[src/rtl/receptor_comandos_drone.sv]
// UART 8N1 command receiver: decodes operator keystrokes into held control levels
// for the drone simulator (vertical, horizontal, confirm, start).
module receptor_comandos_drone #(
    parameter int CLKS_PER_BIT = 434,
    parameter int HOLD_CYCLES  = 500
) (
    input  logic       clock,
    input  logic       reset,
    input  logic       rx,
    output logic [1:0] controle_vertical,
    output logic [1:0] controle_horizontal,
    output logic       confirma,
    output logic       iniciar,
    output logic       comando_valido,
    output logic       erro,
    output logic [7:0] db_dado,
    output logic [3:0] db_estado
);

    localparam logic [3:0] OCIOSO      = 4'd0;
    localparam logic [3:0] INICIO      = 4'd1;
    localparam logic [3:0] DADOS       = 4'd2;
    localparam logic [3:0] PARADA      = 4'd3;
    localparam logic [3:0] DECODIFICA  = 4'd4;
    localparam logic [3:0] ESPERA_ALTO = 4'd5;

    localparam int CW = $clog2(CLKS_PER_BIT + 1);
    localparam int HW = $clog2(HOLD_CYCLES + 1);
    localparam logic [CW-1:0] BIT_FIM  = CW'(CLKS_PER_BIT - 1);
    localparam logic [CW-1:0] MEIO_FIM = CW'((CLKS_PER_BIT / 2) - 1);
    localparam logic [HW-1:0] HOLD_INI = HW'(HOLD_CYCLES);

    logic          rxMeta_q, rxSync_q, rxPrev_q;
    logic [1:0]    aquece_q;
    logic [3:0]    estado_q, estado_d;
    logic [CW-1:0] baud_q, baud_d;
    logic [2:0]    bitCnt_q, bitCnt_d;
    logic [7:0]    shift_q, shift_d;
    logic [7:0]    dado_q, dado_d;
    logic [1:0]    vert_q, vert_d, hor_q, hor_d;
    logic          conf_q, conf_d, ini_q, ini_d;
    logic [HW-1:0] hold_q, hold_d;
    logic          valido_q, valido_d, erro_q, erro_d;
    logic          descida, erroQuadro;
    logic          conhecido, cancela;
    logic [1:0]    novoVert, novoHor;
    logic          novoConf, novoIni;

    // Edge detection is armed only once the previous sample is a real line value,
    // so a line held low out of reset never looks like a start bit.
    always_ff @(posedge clock or posedge reset) begin
        if (reset) begin
            rxMeta_q <= 1'b1;
            rxSync_q <= 1'b1;
            rxPrev_q <= 1'b1;
            aquece_q <= 2'd0;
        end else begin
            rxMeta_q <= rx;
            rxSync_q <= rxMeta_q;
            rxPrev_q <= rxSync_q;
            if (aquece_q != 2'd3)
                aquece_q <= aquece_q + 2'd1;
        end
    end

    assign descida = (aquece_q == 2'd3) && rxPrev_q && !rxSync_q;

    always_comb begin
        estado_d   = estado_q;
        baud_d     = baud_q;
        bitCnt_d   = bitCnt_q;
        shift_d    = shift_q;
        dado_d     = dado_q;
        erroQuadro = 1'b0;
        case (estado_q)
            OCIOSO: begin
                if (descida) begin
                    estado_d = INICIO;
                    baud_d   = '0;
                    bitCnt_d = 3'd0;
                end
            end
            INICIO: begin
                if (baud_q == MEIO_FIM) begin
                    baud_d   = '0;
                    estado_d = rxSync_q ? OCIOSO : DADOS;
                end else
                    baud_d = baud_q + CW'(1);
            end
            DADOS: begin
                if (baud_q == BIT_FIM) begin
                    baud_d   = '0;
                    shift_d  = {rxSync_q, shift_q[7:1]};
                    bitCnt_d = bitCnt_q + 3'd1;
                    if (bitCnt_q == 3'd7)
                        estado_d = PARADA;
                end else
                    baud_d = baud_q + CW'(1);
            end
            PARADA: begin
                if (baud_q == BIT_FIM) begin
                    baud_d = '0;
                    if (rxSync_q) begin
                        dado_d   = shift_q;
                        estado_d = DECODIFICA;
                    end else begin
                        erroQuadro = 1'b1;
                        estado_d   = ESPERA_ALTO;
                    end
                end else
                    baud_d = baud_q + CW'(1);
            end
            DECODIFICA:  estado_d = OCIOSO;
            ESPERA_ALTO: if (rxSync_q) estado_d = OCIOSO;
            default:     estado_d = OCIOSO;
        endcase
    end

    always_comb begin
        conhecido = 1'b1;
        cancela   = 1'b0;
        novoVert  = 2'b00;
        novoHor   = 2'b00;
        novoConf  = 1'b0;
        novoIni   = 1'b0;
        case (dado_q)
            8'h77, 8'h57: novoVert = 2'b01;
            8'h73, 8'h53: novoVert = 2'b10;
            8'h64, 8'h44: novoHor  = 2'b01;
            8'h61, 8'h41: novoHor  = 2'b10;
            8'h63, 8'h43: novoConf = 1'b1;
            8'h69, 8'h49: novoIni  = 1'b1;
            8'h78, 8'h58: cancela  = 1'b1;
            default:      conhecido = 1'b0;
        endcase
    end

    // A decoded command overrides the expiry of the running hold, so a command
    // landing on the last hold cycle replaces the value without a gap.
    always_comb begin
        vert_d   = vert_q;
        hor_d    = hor_q;
        conf_d   = conf_q;
        ini_d    = ini_q;
        hold_d   = hold_q;
        valido_d = 1'b0;
        erro_d   = erroQuadro;
        if (hold_q != '0) begin
            hold_d = hold_q - HW'(1);
            if (hold_q == HW'(1)) begin
                vert_d = 2'b00;
                hor_d  = 2'b00;
                conf_d = 1'b0;
                ini_d  = 1'b0;
            end
        end
        if (estado_q == DECODIFICA) begin
            if (conhecido) begin
                vert_d   = novoVert;
                hor_d    = novoHor;
                conf_d   = novoConf;
                ini_d    = novoIni;
                hold_d   = cancela ? '0 : HOLD_INI;
                valido_d = 1'b1;
            end else
                erro_d = 1'b1;
        end
    end

    always_ff @(posedge clock or posedge reset) begin
        if (reset) begin
            estado_q <= OCIOSO;
            baud_q   <= '0;
            bitCnt_q <= 3'd0;
            shift_q  <= 8'h00;
            dado_q   <= 8'h00;
            vert_q   <= 2'b00;
            hor_q    <= 2'b00;
            conf_q   <= 1'b0;
            ini_q    <= 1'b0;
            hold_q   <= '0;
            valido_q <= 1'b0;
            erro_q   <= 1'b0;
        end else begin
            estado_q <= estado_d;
            baud_q   <= baud_d;
            bitCnt_q <= bitCnt_d;
            shift_q  <= shift_d;
            dado_q   <= dado_d;
            vert_q   <= vert_d;
            hor_q    <= hor_d;
            conf_q   <= conf_d;
            ini_q    <= ini_d;
            hold_q   <= hold_d;
            valido_q <= valido_d;
            erro_q   <= erro_d;
        end
    end

    assign controle_vertical   = vert_q;
    assign controle_horizontal = hor_q;
    assign confirma            = conf_q;
    assign iniciar             = ini_q;
    assign comando_valido      = valido_q;
    assign erro                = erro_q;
    assign db_dado             = dado_q;
    assign db_estado           = estado_q;

endmodule

[config.mk]
export PLATFORM = sky130hd
export DESIGN_NAME = receptor_comandos_drone
export DESIGN_NICKNAME = d
export VERILOG_FILES = /design/src/rtl/receptor_comandos_drone.sv
export SDC_FILE = /design/constraint.sdc
export NUM_CORES = 1
export LEC_CHECK = 0
export BUFFER_PORTS_ARGS = -buffer_cell sky130_fd_sc_hd__buf_2
export CAP_MARGIN = 20
export CELL_PAD_IN_SITES_DETAIL_PLACEMENT = 1
export CELL_PAD_IN_SITES_GLOBAL_PLACEMENT = 1
export CORE_ASPECT_RATIO = 0.9
export CORE_MARGIN = 5
export CORE_UTILIZATION = 50
export DETAILED_ROUTE_END_ITERATION = 8
export PLACE_DENSITY_LB_ADDON = 0.1
export SLEW_MARGIN = 20
export SYNTH_ARGS = -nofsm -noshare
export SYNTH_HDL_FRONTEND = slang
export SYNTH_SLANG_ARGS = --single-unit
export TNS_END_PERCENT = 30
[constraint.sdc]
create_clock -name clock -period 3.25 [get_ports clock]
set_clock_uncertainty 0.1 [all_clocks]
set_input_delay 0.325 -clock clock [delete_from_list [all_inputs] [get_ports clock]]
set_output_delay 0.325 -clock clock [all_outputs]
set_load 0.01 [all_outputs]
### Word-level counts from Yosys, hierarchy flattened

Index checks and enable logic that the tools add are counted.

| storage, ports and cells | value |
|---|---|
| register bits after elaboration | 54 |
| logic and storage cells | 121 |
| input bits | 3 |
| output and inout bits | 20 |

| cells by class | value |
|---|---|
| multiplexer cells | 49 |
| add/subtract/negate cells | 4 |
| reduce and logical (&&, ||, !) cells | 21 |
| eq/ne operators | 31 |

Operator list:

| kind | count |
|---|---|
| $eq A8 B7 Y1 const B | 14 |
| $mux W9 | 7 |
| $pmux W9 S3 | 1 |
| $mux W4 | 6 |
| $mux W1 | 20 |
| $pmux W4 S5 | 1 |
| $mux W2 | 9 |
| $reduce_or A2 Y1 | 8 |
| $ne A2 B2 Y1 const B | 7 |
| $reduce_or A14 Y1 | 1 |
| $add A9 B1 Y9 const B | 1 |
| $eq A9 B1 Y1 const B | 1 |
| $eq A9 B8 Y1 const B | 1 |
| $eq A9 B9 Y1 const B | 1 |
| $reduce_bool A9 Y1 | 1 |
| $sub A9 B1 Y9 const B | 1 |
| $eq A4 B2 Y1 const B | 2 |
| $eq A4 B3 Y1 const B | 2 |
| $pmux W2 S2 | 2 |
| $mux W3 | 2 |
| $pmux W3 S2 | 1 |
| $reduce_and A3 Y1 | 2 |
| $reduce_and A6 Y1 | 1 |
| $eq A4 B1 Y1 const B | 1 |
| 10 further kinds | 12 |

### Depth between registers and ports, before layout

Gate-level depths: netlist (run 1).

| depth | value |
|---|---|
| depth in word-level cells | 6 |
| depth in mapped cells | 7 |
| mapped depth without buffers | 6 |

### Worst setup path before layout (run 1)

Ideal clock, no wire load.

| path | value |
|---|---|
| kind | reg-to-reg |
| start point | reg baud_q[1] |
| end point | reg dado_q[0], in the netlist db_dado[0] |
| setup time | 125 ps |
| stages on the path, launching flop included | 7 |
| data arrival time | 1756 ps |
| required time | 3025 ps |
| slack | 1270 ps |
| path buffers | 0 |
| period minus slack after synthesis | 1980 ps |
| path through | dfrtp_1 -> inv_1 -> ha_1 -> nand4b_1 -> or2_1 -> nor4_4 -> mux2_2 |

| on the way | value |
|---|---|
| longest elaborated chain between the ends | 2 |

Ends and longest elaborated chain:

| what | RTL line | RTL |
|---|---|---|
| start, declared | 36 | `logic [CW-1:0] baud_q, baud_d;` |
| start signal, assigned | 186 | `baud_q <= baud_d;` |
| $eq A9 B9 Y1 | 101 | `if (baud_q == BIT_FIM) begin` |
| $reduce_and A3 Y1 (no source line) | -- |  |
| end signal, assigned | 189 | `dado_q <= dado_d;` |
| end, declared | 39 | `logic [7:0] dado_q, dado_d;` |

Every way passes these cells.
A chain may end at the register's enable or synchronous reset.

### Final worst setup path (run 1)

| path | value |
|---|---|
| start point | reg baud_q[1] |
| end point | reg dado_q[6], in the netlist db_dado[6] |

Same word-level chain as after synthesis.

==> flow_metrics.env, run 1 <==
export IMPL_post_cts_resized=0
export IMPL_drc_errors=0
export IMPL_p_leak_nw=1.428
export IMPL_layout_min_cycle_time_ns=2.210
export IMPL_area_delta_synth_final_pct=10.76
export IMPL_drt_iter0_drc=121
export IMPL_cp_cell_sequence="inv_1, ha_1, nand4b_1, or2_1, nor4_4, mux2_2"
export IMPL_final_setup_viol_count=0
export IMPL_wl_per_cell_um=17.43
export IMPL_power_mw=1.607
export IMPL_initial_core_util_pct=51.72
export IMPL_fmax_mhz=452.4
export IMPL_drv_cap=0
export IMPL_ys_warn_count=0
export IMPL_synth_edf_count=0
export IMPL_diodes=0
export IMPL_hp_class="flip-flop to flip-flop"
export IMPL_numCtsBuffers=5
export IMPL_fin_hold_ws_ns=0.2638
export IMPL_grt_antenna_before_repair=0
export IMPL_synth_top_area_share_pct=45.77
export IMPL_syn_area_mm2=0.002734
export IMPL_ir_drop_mv=0.4216
export IMPL_cts_root_buf="clkbuf_8"
export IMPL_synth_common_cells="dfrtp_1, nand2_1, mux2_2, o21ai_0, nor2_1"
export IMPL_finalCritPeriodShare_pct=68.01
export IMPL_fillers=590
export IMPL_cts_tree="yes"
export IMPL_grt_setup_unrepaired="false"
export IMPL_die_h_um=80.15
export IMPL_fin_setup_tns_ns=0
export IMPL_finalHoldViolCount=0
export IMPL_fin_nets=298
export IMPL_place_area_mm2=0.002893
export IMPL_clkSlewWorstSetupHoldPaths_ns=0.10
export IMPL_drive_gt1_share_pct=21.60
export IMPL_holdCritStartpoint="rxMeta_q"
export IMPL_grtUsageTotal_pct=18.98
export IMPL_wl_met1_um=2960
export IMPL_routed_wl_met3_um=220
export IMPL_placementRows=25
export IMPL_cp_required_ns=3.34
export IMPL_syn_area_per_cell_um2=10.32
export IMPL_clk_path_buf_depth=2
export IMPL_vias=2062
export IMPL_dpl_hpwl_um=4417
export IMPL_worstReg2RegStart="baud_q[1]"
export IMPL_die_area_mm2=0.007049
export IMPL_wl_met2_um=2964
export IMPL_cellPowerDensity_mw_per_mm2=530.7
export IMPL_multi_input_area_mm2=0.001318
export IMPL_gp_congestion=0.8005
export IMPL_critPathBufInv=1
export IMPL_grt_max_degree=37
export IMPL_fin_area_mm2=0.003028
export IMPL_yosysMostFrequentCell="dfrtp_1"
export IMPL_synth_area_leaders="dfrtp_1, mux2_2, nand2_1"
export IMPL_wl_um=6170
export IMPL_yosysTopAreaCell="dfrtp_1"
export IMPL_status="completed"
export IMPL_dr_pass1_iters=4
export IMPL_viasPerCell=5.825
export IMPL_highest_layer="met4"
export IMPL_critPathCaptureType="flip-flop"
export IMPL_synthFlopType="dfrtp_1"
export IMPL_crit_type="flip-flop to flip-flop"
export IMPL_ant_nets=0
export IMPL_die_w_um=87.95
export IMPL_port_buffers=21
export IMPL_cpMaxStageDelayCell="dfrtp_1"
export IMPL_synthCells=265
export IMPL_grt_pass1_vias=2104
export IMPL_worst_slew_pin_slew_ns=0.5560
export IMPL_drv_slew=0
export IMPL_relSlewSlack_pct=62.65
export IMPL_fin_cells=354
export IMPL_cp_start_kind="flip-flop"
export IMPL_crit_family="simple AND/OR/NAND/NOR gates"
export IMPL_grt_overflow=0
export IMPL_htreeDepth=2
export IMPL_dpl_cell_count=344
export IMPL_async_reset_ff_share_pct=100.0
export IMPL_clkLatencyLatePin_ns=0.30
export IMPL_synth_seq_cells=53
export IMPL_ios=23
export IMPL_seq_area_frac_synth_pct=48.65
export IMPL_syn_nets=277
export IMPL_core_area_mm2=0.005286
export IMPL_slowest_delay_ns=0.43
export IMPL_grt_pass1_wl_um=10610
export IMPL_worstPathMaxFanout=8
export IMPL_synth_cell_types=54
export IMPL_timing_critical_path_arrival_ns=2.30
export IMPL_critPathLaunch="baud_q[1]"
export IMPL_seq_area_mm2=0.001330
export IMPL_clkSinkCount=53
-- layout make-up --
cell class                      count  share of cell area [%]
Clock buffer                        5                   2.273
Clock inverter                      3                   1.529
Inverter                            9                   1.116
Multi-Input combinational cell    191                   43.51
Sequential cell                    53                   43.93
Tap cell                           67                   2.769
Timing Repair Buffer               26                   4.876
-- worst reg2reg max path: stages (launching register included) --
cell and delay [ns]:
dfrtp_1 0.43, inv_1 0.11, ha_1 0.17, nand4b_1 0.15
or2_1 0.31, nor4_4 0.43, mux2_2 0.40
-- cells by family (layout without fill, tap and decap cells) --
family	after synthesis	in the layout	share of synthesized area [%]
AOI/OAI and AO/OA	47	47	11.08
and+or+nand+nor	108	108	22.75
muxes	22	22	8.833
DFF	53	53	48.65
adders and majority gates	9	9	4.119
xor gates and xnor gates	4	4	1.282
buffers and inverters	21	43	3.158
other	1	1	0.1372
-- placed cells by master, fill, tap and decap left out, drive strengths merged, types with 5 or more instances in the layout --
cell type,Yosys,layout
nor3,9,9
a31oi,5,5
inv,9,9
dfrtp,50,50
nor3b,5,5
buf,4,24
nor2,12,12
mux2,17,17
ha,9,9
nor2b,5,5
mux2i,5,5
nand3,11,11
nand2,32,32
o21ai,13,13
a21oi,8,8
clkbuf,8,5
-- what timing repair did --
item,4_1_cts,5_1_grt
hold buffers,1,1
endpoints found under the hold margin,17,1
setup buffers,0,0
-- stage by stage --
| step | util (%) | setup slack, ns |
|---|---|---|
| 2_1_floorplan | - | 1.270 |
| 3_3_place_gp | 54.72 | 1.110 |
| 3_5_place_dp | 54.72 | 1.049 |
| 4_1_cts | 57.09 | 1.012 |
| 5_1_grt | 57.28 | 0.9389 |
| 6_report | 57.28 | 1.040 |
-- registers in the layout (all words and copies together) (netlist names) --
register,flops
confirma,1
db_estado,3
baud_q,9
aquece_q,2
comando_valido,1
rxSync_q,1
controle_vertical,2
bitCnt_q,3
controle_horizontal,2
iniciar,1
shift_q,8
hold_q,9
rxMeta_q,1
db_dado,8
rxPrev_q,1
erro,1
-- worst paths after layout --
path,endpoint,slack (ns),cells past startpoint
max,db_dado[6],1.04,6
min,rxSync_q,0.26,0
min in group asynchronous,hold_q[7],0.46,3
min reg2reg,rxSync_q,0.26,0
max reg2reg,db_dado[6],1.04,6
max in group asynchronous,rxSync_q,1.77,4
-- where the power goes --
group          total (mW)  leakage, nW  switching, mW  internal, mW
combinational       0.369        0.662          0.237         0.132
sequential          0.785        0.712         0.0857         0.700
clock               0.452       0.0543          0.222         0.231
-- per-layer routing --
layer	vias to the layer above	GRT usage [%]
met5	-	0
met4	0	3.221
met3	2	3.795
met2	29	30.72
met1	1024	26.60
li1	1007	-
Note: power is estimated with default switching activity, not from simulation.
==> run 2: changes to the inputs <==
Settings changed: CORE_UTILIZATION 50 to 42.
Clock period 3.25 ns to 2 ns, I/O delays scaled along.
==> run 2 against run 1 <==
Utilization is 3.3 points lower. Die area is 17% higher. Flip-flop and latch count stayed put. Critical endpoint is now db_dado[5].
==> flow_metrics.env, run 2 (synthesis results as in run 1) <==
export IMPL_worstPathMaxFanout=8
export IMPL_clkSlewWorstSetupHoldPaths_ns=0.10
export IMPL_layout_min_cycle_time_ns=1.922
export IMPL_wl_per_cell_um=16.68
export IMPL_grt_pass1_wl_um=11670
export IMPL_hp_class="flip-flop to flip-flop"
export IMPL_dr_pass1_iters=4
export IMPL_worst_slew_pin_slew_ns=0.5191
export IMPL_status="completed"
export IMPL_clkSinkCount=53
export IMPL_drive_gt1_share_pct=31.23
export IMPL_holdCritStartpoint="rxMeta_q"
export IMPL_grt_met3_usage_pct=3.299
export IMPL_reg2reg_depth=7
export IMPL_die_area_mm2=0.008225
export IMPL_final_common_cell="dfrtp_1"
export IMPL_dpl_hpwl_um=4953
export IMPL_wl_um=6740
export IMPL_vias=2221
export IMPL_largestRegisters="baud_q (9), hold_q (9)"
export IMPL_fmax_mhz=520.2
export IMPL_finalCritPeriodShare_pct=96.11
export IMPL_drv_cap=0
export IMPL_clkLatencyLatePin_ns=0.30
export IMPL_r2r_slack_ns=0.08
export IMPL_initial_core_util_pct=43.98
export IMPL_whs_path_depth=0
export IMPL_utilization_pct=53.95
export IMPL_area_delta_synth_final_pct=22.65
export IMPL_final_cell_mix="dfrtp_1, nand2_1, buf_4"
export IMPL_grt_pass1_vias=2339
export IMPL_fillers=717
export IMPL_core_area_mm2=0.006216
export IMPL_die_h_um=86.54
export IMPL_hold_end="rxSync_q"
export IMPL_cellPowerDensity_mw_per_mm2=827.6
export IMPL_drc_errors=0
export IMPL_fin_cells=404
export IMPL_grt_use_met2_pct=29.71
export IMPL_drv_slew=0
export IMPL_ios=23
export IMPL_grt_overflow=0
export IMPL_final_setup_worst_slack_ns=0.07771
export IMPL_numCtsBuffers=5
export IMPL_r2r_end="db_dado[5]"
export IMPL_fin_hold_ws_ns=0.2623
export IMPL_timing_critical_path_arrival_ns=2.01
export IMPL_clk_path_buf_depth=2
export IMPL_critPathCaptureType="flip-flop"
export IMPL_place_area_mm2=0.003113
export IMPL_p_leak_nw=1.598
export IMPL_htreeDepth=2
export IMPL_dpl_cell_count=390
export IMPL_cp_start_kind="flip-flop"
export IMPL_drt_iter0_drc=33
export IMPL_grtUsageTotal_pct=17.82
export IMPL_gp_congestion=0.8126
export IMPL_grt_antenna_before_repair=0
export IMPL_fin_area_mm2=0.003353
export IMPL_grt_busiest_layer="met2"
export IMPL_gr_usage_met1_pct=23.93
export IMPL_relSlewSlack_pct=64.92
export IMPL_die_w_um=95.05
export IMPL_placementRows=27
export IMPL_final_setup_viol_count=0
export IMPL_cts_root_buf="clkbuf_8"
export IMPL_viasPerCell=5.498
export IMPL_cts_tree="yes"
export IMPL_diodes=0
export IMPL_grt_max_degree=20
export IMPL_fin_nets=328
export IMPL_worstReg2RegStart="baud_q[1]"
export IMPL_crit_type="flip-flop to flip-flop"
export IMPL_cp_required_ns=2.09
export IMPL_grt_setup_unrepaired="true"
export IMPL_ir_drop_mv=0.5990
export IMPL_finalHoldViolCount=0
export IMPL_pre_cts_slack_ns=-0.005035
export IMPL_port_buffers=21
export IMPL_ant_nets=0
[run 2: final cells by class]
| type | count | area (um2) | area share (%) |
|---|---|---|---|
| Clock inverter | 2 | 37.54 | 1.119 |
| Sequential cell | 53 | 1330 | 39.66 |
| Timing Repair Buffer | 55 | 372.9 | 11.12 |
| Clock buffer | 6 | 82.58 | 2.463 |
| Inverter | 9 | 36.28 | 1.082 |
| Multi-Input combinational cell | 192 | 1385 | 41.31 |
| Tap cell | 87 | 108.9 | 3.246 |
[run 2: power breakdown]
| group | total, mW | leakage [nW] | internal (mW) | switching, mW |
|---|---|---|---|---|
| Sequential | 1.22 | 0.712 | 1.14 | 0.0778 |
| Combinational | 0.790 | 0.828 | 0.317 | 0.474 |
| Clock | 0.769 | 0.0574 | 0.408 | 0.362 |
[run 2: how the worst max path moves through the flow]
stage          startpoint                endpoint  slack, ns  cells past startpoint
3_5_place_dp    baud_q[1]              db_dado[6]     -0.005                      7
3_3_place_gp   db_dado[7]  controle_horizontal[1]       0.04                      5
4_1_cts         baud_q[1]              shift_q[7]      -0.01                      7
5_1_grt         baud_q[1]              db_dado[5]      -0.03                      7
6_report        baud_q[1]              db_dado[5]       0.08                      7
2_1_floorplan   baud_q[1]              db_dado[0]       0.02                      6
[run 2: critical path, stage by stage, from the launching register on]
cell and delay, ns:
dfrtp_1 0.40, inv_2 0.09, ha_4 0.13, nand4b_1 0.13, or2_4 0.28, nor4_4 0.17
buf_6 0.19, mux2_2 0.34
[run 2: what timing repair did]
action	4_1_cts	5_1_grt
pin swaps	1	2
gates resized for setup	2	18
hold buffers	2	0
hold endpoints to repair	16	0
endpoints found under the setup margin	15	29
gates cloned	0	2
setup buffers	0	2
[run 2: per-layer routing]
layer | vias up | wire, um
li1 | 1063 | -
met1 | 1126 | 3273
met2 | 26 | 3220
met3 | 6 | 184
met4 | 0 | 61
met5 | - | 0
[run 2: through the flow]
step | TNS [ns] | power (mW)
floorplan | 0 | 1.694
global placement | 0 | 1.991
detailed placement | -0.009139 | 2.006
CTS | -0.02496 | 2.785
global route | -0.1393 | 2.970
finish | 0 | 2.775
==> run 3: changes to the inputs <==
Settings changed: SETUP_SLACK_MARGIN set to 0.4.
==> run 3 against run 2 <==
Global-route usage rose by 0.59 points. Utilization increased by 1.4 points. Fmax increased by 0.39%. Total power is 3.2% higher. Largest cell class unchanged.
==> flow_metrics.env, run 3 (synthesis results as in run 1) <==
export IMPL_crit_type="flip-flop to flip-flop"
export IMPL_drv_cap=0
export IMPL_dr_pass1_iters=4
export IMPL_hp_class="flip-flop to flip-flop"
export IMPL_core_area_mm2=0.006216
export IMPL_worstPathMaxFanout=8
export IMPL_fin_area_mm2=0.003440
export IMPL_vias=2230
export IMPL_grt_pass1_vias=2412
export IMPL_grt_max_degree=23
export IMPL_wl_per_cell_um=17.33
export IMPL_cpMaxStageDelayCell="dfrtp_1"
export IMPL_ir_drop_mv=0.4583
export IMPL_fin_nets=333
export IMPL_clk_path_buf_depth=2
export IMPL_drc_errors=0
export IMPL_final_setup_worst_slack_ns=0.08517
export IMPL_dpl_hpwl_um=5024
export IMPL_area_delta_synth_final_pct=25.81
export IMPL_diodes=0
export IMPL_numCtsBuffers=5
export IMPL_utilization_pct=55.33
export IMPL_die_h_um=86.54
export IMPL_ios=23
export IMPL_ant_nets=0
export IMPL_grt_overflow=0
export IMPL_cp_start_kind="flip-flop"
export IMPL_place_area_mm2=0.003149
export IMPL_die_area_mm2=0.008225
export IMPL_final_cell_mix="dfrtp_1, buf_4, nand2_1"
export IMPL_fmax_mhz=522.2
export IMPL_slowest_delay_ns=0.41
export IMPL_die_w_um=95.05
export IMPL_drt_iter0_drc=67
export IMPL_cts_root_buf="clkbuf_8"
export IMPL_largestRegisters="baud_q (9), hold_q (9)"
export IMPL_timing_critical_path_arrival_ns=2.02
export IMPL_final_setup_viol_count=0
export IMPL_fin_hold_ws_ns=0.2629
export IMPL_finalHoldViolCount=0
export IMPL_grtUsageTotal_pct=18.41
export IMPL_cp_cell_sequence="inv_2, ha_4, nand4b_1, or2_4, nor4_4, buf_12, mux2_2"
export IMPL_wl_um=7088
export IMPL_initial_core_util_pct=43.98
export IMPL_grt_antenna_before_repair=0
export IMPL_htreeDepth=2
export IMPL_power_mw=2.863
export IMPL_layout_min_cycle_time_ns=1.915
export IMPL_status="completed"
export IMPL_p_leak_nw=1.625
export IMPL_clkLatencyLatePin_ns=0.31
export IMPL_clkSlewWorstSetupHoldPaths_ns=0.10
export IMPL_clkSinkCount=53
export IMPL_final_common_cell="dfrtp_1"
export IMPL_port_buffers=21
export IMPL_viasPerCell=5.452
export IMPL_cellPowerDensity_mw_per_mm2=832.3
export IMPL_placementRows=27
export IMPL_critPathCaptureType="flip-flop"
export IMPL_cts_tree="yes"
export IMPL_finalCritPeriodShare_pct=95.74
export IMPL_pre_cts_slack_ns=0.04349
export IMPL_grt_pass1_wl_um=11850
export IMPL_drv_slew=0
export IMPL_gp_congestion=0.7946
export IMPL_grt_setup_unrepaired="true"
export IMPL_cp_required_ns=2.10
export IMPL_drive_gt1_share_pct=36.34
[run 3: changes by cell type in the layout (fill, tap and decap cells not counted), moves of 2 or more]
cell / previous run / this run
dfrtp_1: 50 / 48
inv_6: 0 / 2
a21oi_2: 2 / 0
buf_4: 30 / 36
o21ai_0: 12 / 10
dfrtp_2: 0 / 2
nor2_2: 0 / 2
buf_6: 2 / 0
o21ai_1: 1 / 3
nor2_1: 12 / 9
[run 3: final cells by class]
cell class	count	area, um2
fillers	719	2776
multi-input cells	192	1444
flip-flops and latches	53	1333
repair buffers	60	415.4
well taps	87	108.9
clock buffers	6	82.58
inverters	9	38.79
clock inverters	2	17.52
[run 3: stage by stage]
stage | cells | setup TNS, ns
3_5_place_dp | 391 | 0
3_3_place_gp | 391 | 0
6_report | 409 | 0
2_1_floorplan | 265 | 0
4_1_cts | 407 | 0
5_1_grt | 409 | -0.08390
[run 3: what timing repair did]
item	4_1_cts	5_1_grt
setup buffers	5	2
pin swaps	3	1
gates resized for setup	23	6
hold endpoints to repair	19	0
hold buffers	2	0
cloned	1	0
endpoints found under the setup margin	48	48
[run 3: worst paths after layout]
kind                       startpoint          to  slack (ns)  depth (start not counted)
max                         baud_q[1]  db_dado[3]        0.09                          7
min                          rxMeta_q    rxSync_q        0.26                          0
max reg2reg                 baud_q[1]  db_dado[3]        0.09                          7
min reg2reg                  rxMeta_q    rxSync_q        0.26                          0
max in group asynchronous       reset    rxPrev_q        0.79                          4
min in group asynchronous       reset   baud_q[8]        0.35                          3
[run 3: where the power goes]
group / internal (mW) / total (mW) / switching, mW
logic: 0.421 / 0.994 / 0.573
clock network: 0.288 / 0.654 / 0.366
registers: 1.14 / 1.22 / 0.0754
total: 1.85 / 2.86 / 1.01
[run 3: worst max-delay path: cells and delay by family (launching register included)]
kind	cells	cell delay (ns)
adders and majority gates	1	0.12
and+or+nand+nor	3	0.60
DFF	1	0.41
buffers and inverters	2	0.25
muxes	1	0.33
[run 3: per-layer routing]
| layer | up-vias | global-route usage (%) | wire [um] |
|---|---|---|---|
| met1 | 1129 | 25.21 | 3321 |
| met5 | - | 0 | 0 |
| li1 | 1071 | - | - |
| met4 | 0 | 4.325 | 73 |
| met3 | 7 | 3.212 | 182 |
| met2 | 23 | 30.41 | 3510 |
